==> src/rtl/sampler_pkg.sv <==
// Shared types and xorshift32 constants for the constraint rejection sampler.
package sampler_pkg;

  typedef enum logic [1:0] {
    IDLE,
    FILL,
    CHECK,
    DONE
  } state_t;

  localparam int          XS_A          = 13;
  localparam int          XS_B          = 17;
  localparam int          XS_C          = 5;
  localparam logic [31:0] ZERO_SEED_SUB = 32'h1;

  function automatic logic [31:0] xs32_next(input logic [31:0] x);
    logic [31:0] y;
    y = x ^ (x << XS_A);
    y = y ^ (y >> XS_B);
    y = y ^ (y << XS_C);
    return y;
  endfunction

endpackage

==> src/rtl/sampler_xorshift32.sv <==
// xorshift32 state register: load (zero seed mapped to ZERO_SEED_SUB) beats step; one word per step.
module sampler_xorshift32
  import sampler_pkg::*;
(
  input  logic        clk,
  input  logic        rst,
  input  logic        load,
  input  logic [31:0] load_val,
  input  logic        step,
  output logic [31:0] q
);

  // An all-zero state would lock xorshift at zero forever.
  always_ff @(posedge clk or posedge rst) begin
    if (rst) begin
      q <= ZERO_SEED_SUB;
    end else if (load) begin
      q <= (load_val == 32'h0) ? ZERO_SEED_SUB : load_val;
    end else if (step) begin
      q <= xs32_next(q);
    end
  end

endmodule

==> src/rtl/constraint_rejection_sampler.sv <==
// Fills a VEC_W candidate from xorshift32 one chunk per cycle and retries until the checker accepts or MAX_TRIES runs out.
// Start-to-out_valid is tries*(NCH+1)+1 cycles; the result is held in DONE until out_ready.
module constraint_rejection_sampler
  import sampler_pkg::*;
#(
  parameter int VEC_W     = 232,
  parameter int CHUNK_W   = 32,
  parameter int MAX_TRIES = 1024
) (
  input  logic                           clk,
  input  logic                           rst,
  input  logic                           start,
  input  logic [31:0]                    seed,
  output logic                           busy,
  output logic [VEC_W-1:0]               cand,
  input  logic                           sat,
  output logic                           out_valid,
  input  logic                           out_ready,
  output logic [VEC_W-1:0]               out_sample,
  output logic                           out_fail,
  output logic [$clog2(MAX_TRIES+1)-1:0] out_tries
);

  localparam int NCH = (VEC_W + CHUNK_W - 1) / CHUNK_W;
  localparam int CW  = (NCH > 1) ? $clog2(NCH) : 1;
  localparam int TW  = $clog2(MAX_TRIES + 1);

  state_t           state_q, state_d;
  logic [CW-1:0]    chunk_q;
  logic [TW-1:0]    tries_q;
  logic [VEC_W-1:0] cand_q, cand_fill, out_sample_q;
  logic             out_valid_q, out_fail_q;
  logic             prng_load, prng_step;
  logic [31:0]      prng_q, prng_nxt;
  logic             last_chunk, budget_spent;

  sampler_xorshift32 u_prng (
    .clk      (clk),
    .rst      (rst),
    .load     (prng_load),
    .load_val (seed),
    .step     (prng_step),
    .q        (prng_q)
  );

  assign prng_nxt     = xs32_next(prng_q);
  assign last_chunk   = (chunk_q == CW'(NCH - 1));
  assign budget_spent = (tries_q == TW'(MAX_TRIES));

  // The top chunk may be partial; PRNG bits that land above VEC_W-1 are dropped.
  always_comb begin
    cand_fill = cand_q;
    for (int b = 0; b < VEC_W; b++) begin
      if (b / CHUNK_W == int'(chunk_q)) cand_fill[b] = prng_nxt[b % CHUNK_W];
    end
  end

  always_comb begin
    state_d   = state_q;
    prng_load = 1'b0;
    prng_step = 1'b0;
    case (state_q)
      IDLE: begin
        if (start) begin
          prng_load = 1'b1;
          state_d   = FILL;
        end
      end
      FILL: begin
        prng_step = 1'b1;
        if (last_chunk) state_d = CHECK;
      end
      CHECK: begin
        state_d = (sat || budget_spent) ? DONE : FILL;
      end
      DONE: begin
        if (out_valid_q && out_ready) state_d = IDLE;
      end
      default: state_d = IDLE;
    endcase
  end

  always_ff @(posedge clk or posedge rst) begin
    if (rst) begin
      state_q      <= IDLE;
      chunk_q      <= '0;
      tries_q      <= '0;
      cand_q       <= '0;
      out_sample_q <= '0;
      out_fail_q   <= 1'b0;
      out_valid_q  <= 1'b0;
    end else begin
      state_q <= state_d;
      case (state_q)
        IDLE: begin
          if (start) begin
            chunk_q <= '0;
            tries_q <= '0;
          end
        end
        FILL: begin
          cand_q <= cand_fill;
          if (last_chunk) begin
            chunk_q <= '0;
            if (!budget_spent) tries_q <= tries_q + TW'(1);
          end else begin
            chunk_q <= chunk_q + CW'(1);
          end
        end
        CHECK: begin
          // Acceptance takes precedence over an exhausted budget.
          if (sat || budget_spent) begin
            out_sample_q <= cand_q;
            out_fail_q   <= !sat;
            out_valid_q  <= 1'b1;
          end
        end
        DONE: begin
          if (out_ready) out_valid_q <= 1'b0;
        end
        default: ;
      endcase
    end
  end

  assign busy       = (state_q != IDLE);
  assign cand       = cand_q;
  assign out_valid  = out_valid_q;
  assign out_sample = out_sample_q;
  assign out_fail   = out_fail_q;
  assign out_tries  = tries_q;

endmodule

==> config.mk <==
export PLATFORM = sky130hd
export DESIGN_NAME = constraint_rejection_sampler
export DESIGN_NICKNAME = d
export VERILOG_FILES = /design/src/rtl/sampler_pkg.sv /design/src/rtl/sampler_xorshift32.sv /design/src/rtl/constraint_rejection_sampler.sv
export SDC_FILE = /design/constraint.sdc
export NUM_CORES = 1
export LEC_CHECK = 0
export CORE_ASPECT_RATIO = 0.5
export CORE_UTILIZATION = 53
export CTS_CLUSTER_DIAMETER = 150
export DETAILED_ROUTE_END_ITERATION = 8
export GPL_ROUTABILITY_DRIVEN = 0
export PLACE_DENSITY_LB_ADDON = 0.08
export SYNTH_ARGS = -nofsm -noshare
export SYNTH_HDL_FRONTEND = slang
export SYNTH_SLANG_ARGS = --single-unit
==> constraint.sdc <==
create_clock -name clk -period 46.3 [get_ports clk]
set_clock_uncertainty 0.1 [all_clocks]
set_input_delay 13.89 -clock clk [delete_from_list [all_inputs] [get_ports clk]]
set_output_delay 13.89 -clock clk [all_outputs]
set_load 0.1 [all_outputs]
==> out/results.tsv <==
stage	metric	value	unit
die	die_w	278.8	um
critical_path	start_kind	input port	
critical_path	crit_path_end_kind	register	
cts	cts-htree-levels	2	
finish	syn_to_final_growth	35.79	%
cts	clockBufferDepth	3	
synth	ys_ff_latch	514	
finish	most-common-layout-cells	clkdlybuf4s50_1, dfrtp_1, o21ai_0	
placed_design	dp_slack	28730	ps
grt	grt_usage	29.12	%
cts	holdBufCountCts	0	
route	drt-initial-drc-count	1064	
placed_design	dp_cells	2511	
critical_path	critPathKind	input port to register	
min_path	min_path_type	register to register	
critical_path	cp_data_arrival_time	17370	ps
finish	final_cell_count_no_fill	2597	
critical_path	cp_max_fo	61	
min_path	min_path_cells	2	
route	drc	0	
flow_run	cap_viol_max_count	0	
synth	synthCells	1540	
critical_path	reg2reg_depth	8	
cts	cts_tree	yes	
cts	path_clk_slew	70	ps
synth	async_flop_share	100.0	%
die	core_area	37600	um2
cts	ctsResizeCount	0	
synth	netlist_area	20310	um2
synth	yosys.cell_types.count	47	
finish	final_common_cell	clkdlybuf4s50_1	
synth	ys_seq_area_share	63.34	%
die	die_area	39150	um2
route	post_drt_wl_per_cell	22.03	um
timing	setup_tns	0	ps
critical_path	cp.required	46630	ps
route	routed_via_density	5.323	
timing	slew_viol_final	0	
die	ios	515	
die	placementRows	50	
cts	numCtsBuffers	45	
timing	hold_violations	0	
timing	fin_crit_sh	36.81	%
grt	grt_max_degree	87	
grt	overflow	0	
timing	fin_ws	29260	ps
outcome	status	complete, no violations	
timing	max_slew_margin	12.82	%
cts	clkLatencyLatePin	550	ps
placed_design	hpwl	40260	um
timing	fmax	0.05868	GHz
placed_design	io_buffers	514	
route	ant_nets	0	
cts	clock_sinks	514	
grt	grt_pass1_vias	13500	
grt	grt_pass1_wl	86150	um
grt	antenna_found_initial	6	
synth	synth_ff_type	dfrtp_1	
cts	cts_setup_buffers	0	
synth	synth-edff-count	0	
route	drtPass1Iterations	5	
synth	synth.net_count	1585	
timing	worstMarginPinSlew	1298	ps
cts	clock-root-buffer	clkbuf_16	
timing	rsz0062_at_grt	no	
route	vias	13820	
synth	syn_avg_cell_area	13.19	um2
route	route.final.wire_length	57200	um
die	initial_utilization	54.02	%
finish	final_nets	2083	
timing	min_period	17040	ps
die	die_h	140.4	um
finish	drive_gt1_share	17.76	%
timing	setup_viol	0	
synth	ys_warn_count	0	
==> metrics by stage <==
step                      hold WS (ps)  instance area (um2)  utilization (%)
after floorplan                  426.6                20310                -
after global placement           375.6                25920            68.95
after detailed placement         391.1                25920            68.95
after CTS                        405.8                27570            73.31
after global routing             415.7                27570            73.33
final                            405.4                27580            73.35
==> worst max-delay path, cell delays in order <==
cell and delay, ps:
clkdlybuf4s50_1 460, o21ai_4 640, buf_4 920, buf_4 960, mux2_4 360
==> path summary, 6_finish.rpt <==
check / from / end / slack [ps]
max in group asynchronous: rst / out_sample[117] / 30100
hold reg to reg: cand[109] / cand[109] / 410
setup / recovery: sat / out_sample[171] / 29260
setup reg to reg: out_tries[0] / out_sample[171] / 41990
hold / removal: cand[109] / cand[109] / 410
min in group asynchronous: rst / out_sample[192] / 13730
==> final cells by class <==
cell class,count,area (um2)
Sequential cell,514,12860
Fill cell,2596,10020
Multi-Input combinational cell,934,7062
Timing Repair Buffer,537,5318
Clock buffer,63,1324
Tap cell,520,650.6
Clock inverter,18,317.8
Inverter,6,30.03
Antenna cell,5,12.51
==> registers in the layout (all words and copies together) (netlist names) <==
signal,count
out_fail,1
out_valid,1
out_sample,232
state_q,2
out_tries,11
u_prng.q,32
cand,232
chunk_q,3
==> synthesized netlist by cell type (2+ instances only) <==
library cell,count,share of area [%]
dfrtp_1,513,63
o21ai_0,254,6.3
nand2_1,243,4.5
mux2_4,158,12
mux2_2,75,4.2
clkbuf_1,58,1.1
xnor2_1,44,1.9
a21oi_1,35,0.86
buf_6,18,1.0
and3_1,17,0.52
o22ai_1,16,0.49
xor2_1,13,0.56
nand3_1,9,0.22
nor2_1,9,0.17
buf_2,8,0.20
ha_1,8,0.49
nor4_1,8,0.25
inv_1,6,0.11
xnor2_2,5,0.40
xor2_2,5,0.40
nand4_1,4,0.12
nor2b_1,4,0.12
and4_1,3,0.13
mux2i_1,2,0.099
nor4b_2,2,0.15
or3_1,2,0.062
==> kinds of logic (layout without fill, tap and decap cells) <==
logic type               count (synthesis)  after routing  synth area share [%]
other                                    0              5                     0
flip-flops                             514            514                 63.34
AO/OA/AOI/OAI                          313            313                 7.917
AND/OR/NAND/NOR                        311            311                 6.623
XOR/XNOR                                67             67                 3.259
adder cells (fa/ha/maj)                  8              8                0.4929
buffers and inverters                   92            624                 2.433
multiplexers                           235            235                 15.94
==> metal layers <==
layer  GRT usage (%)  wire [um]  vias up
li1                -          -     6289
met1           40.52      24580     7044
met2           46.80      27920      407
met3           5.805       3235       83
met4           8.444       1465        0
met5               0          0        -
Power is not shown: default switching activity piles up to over one toggle a cycle in this logic, so the estimate is an artifact.
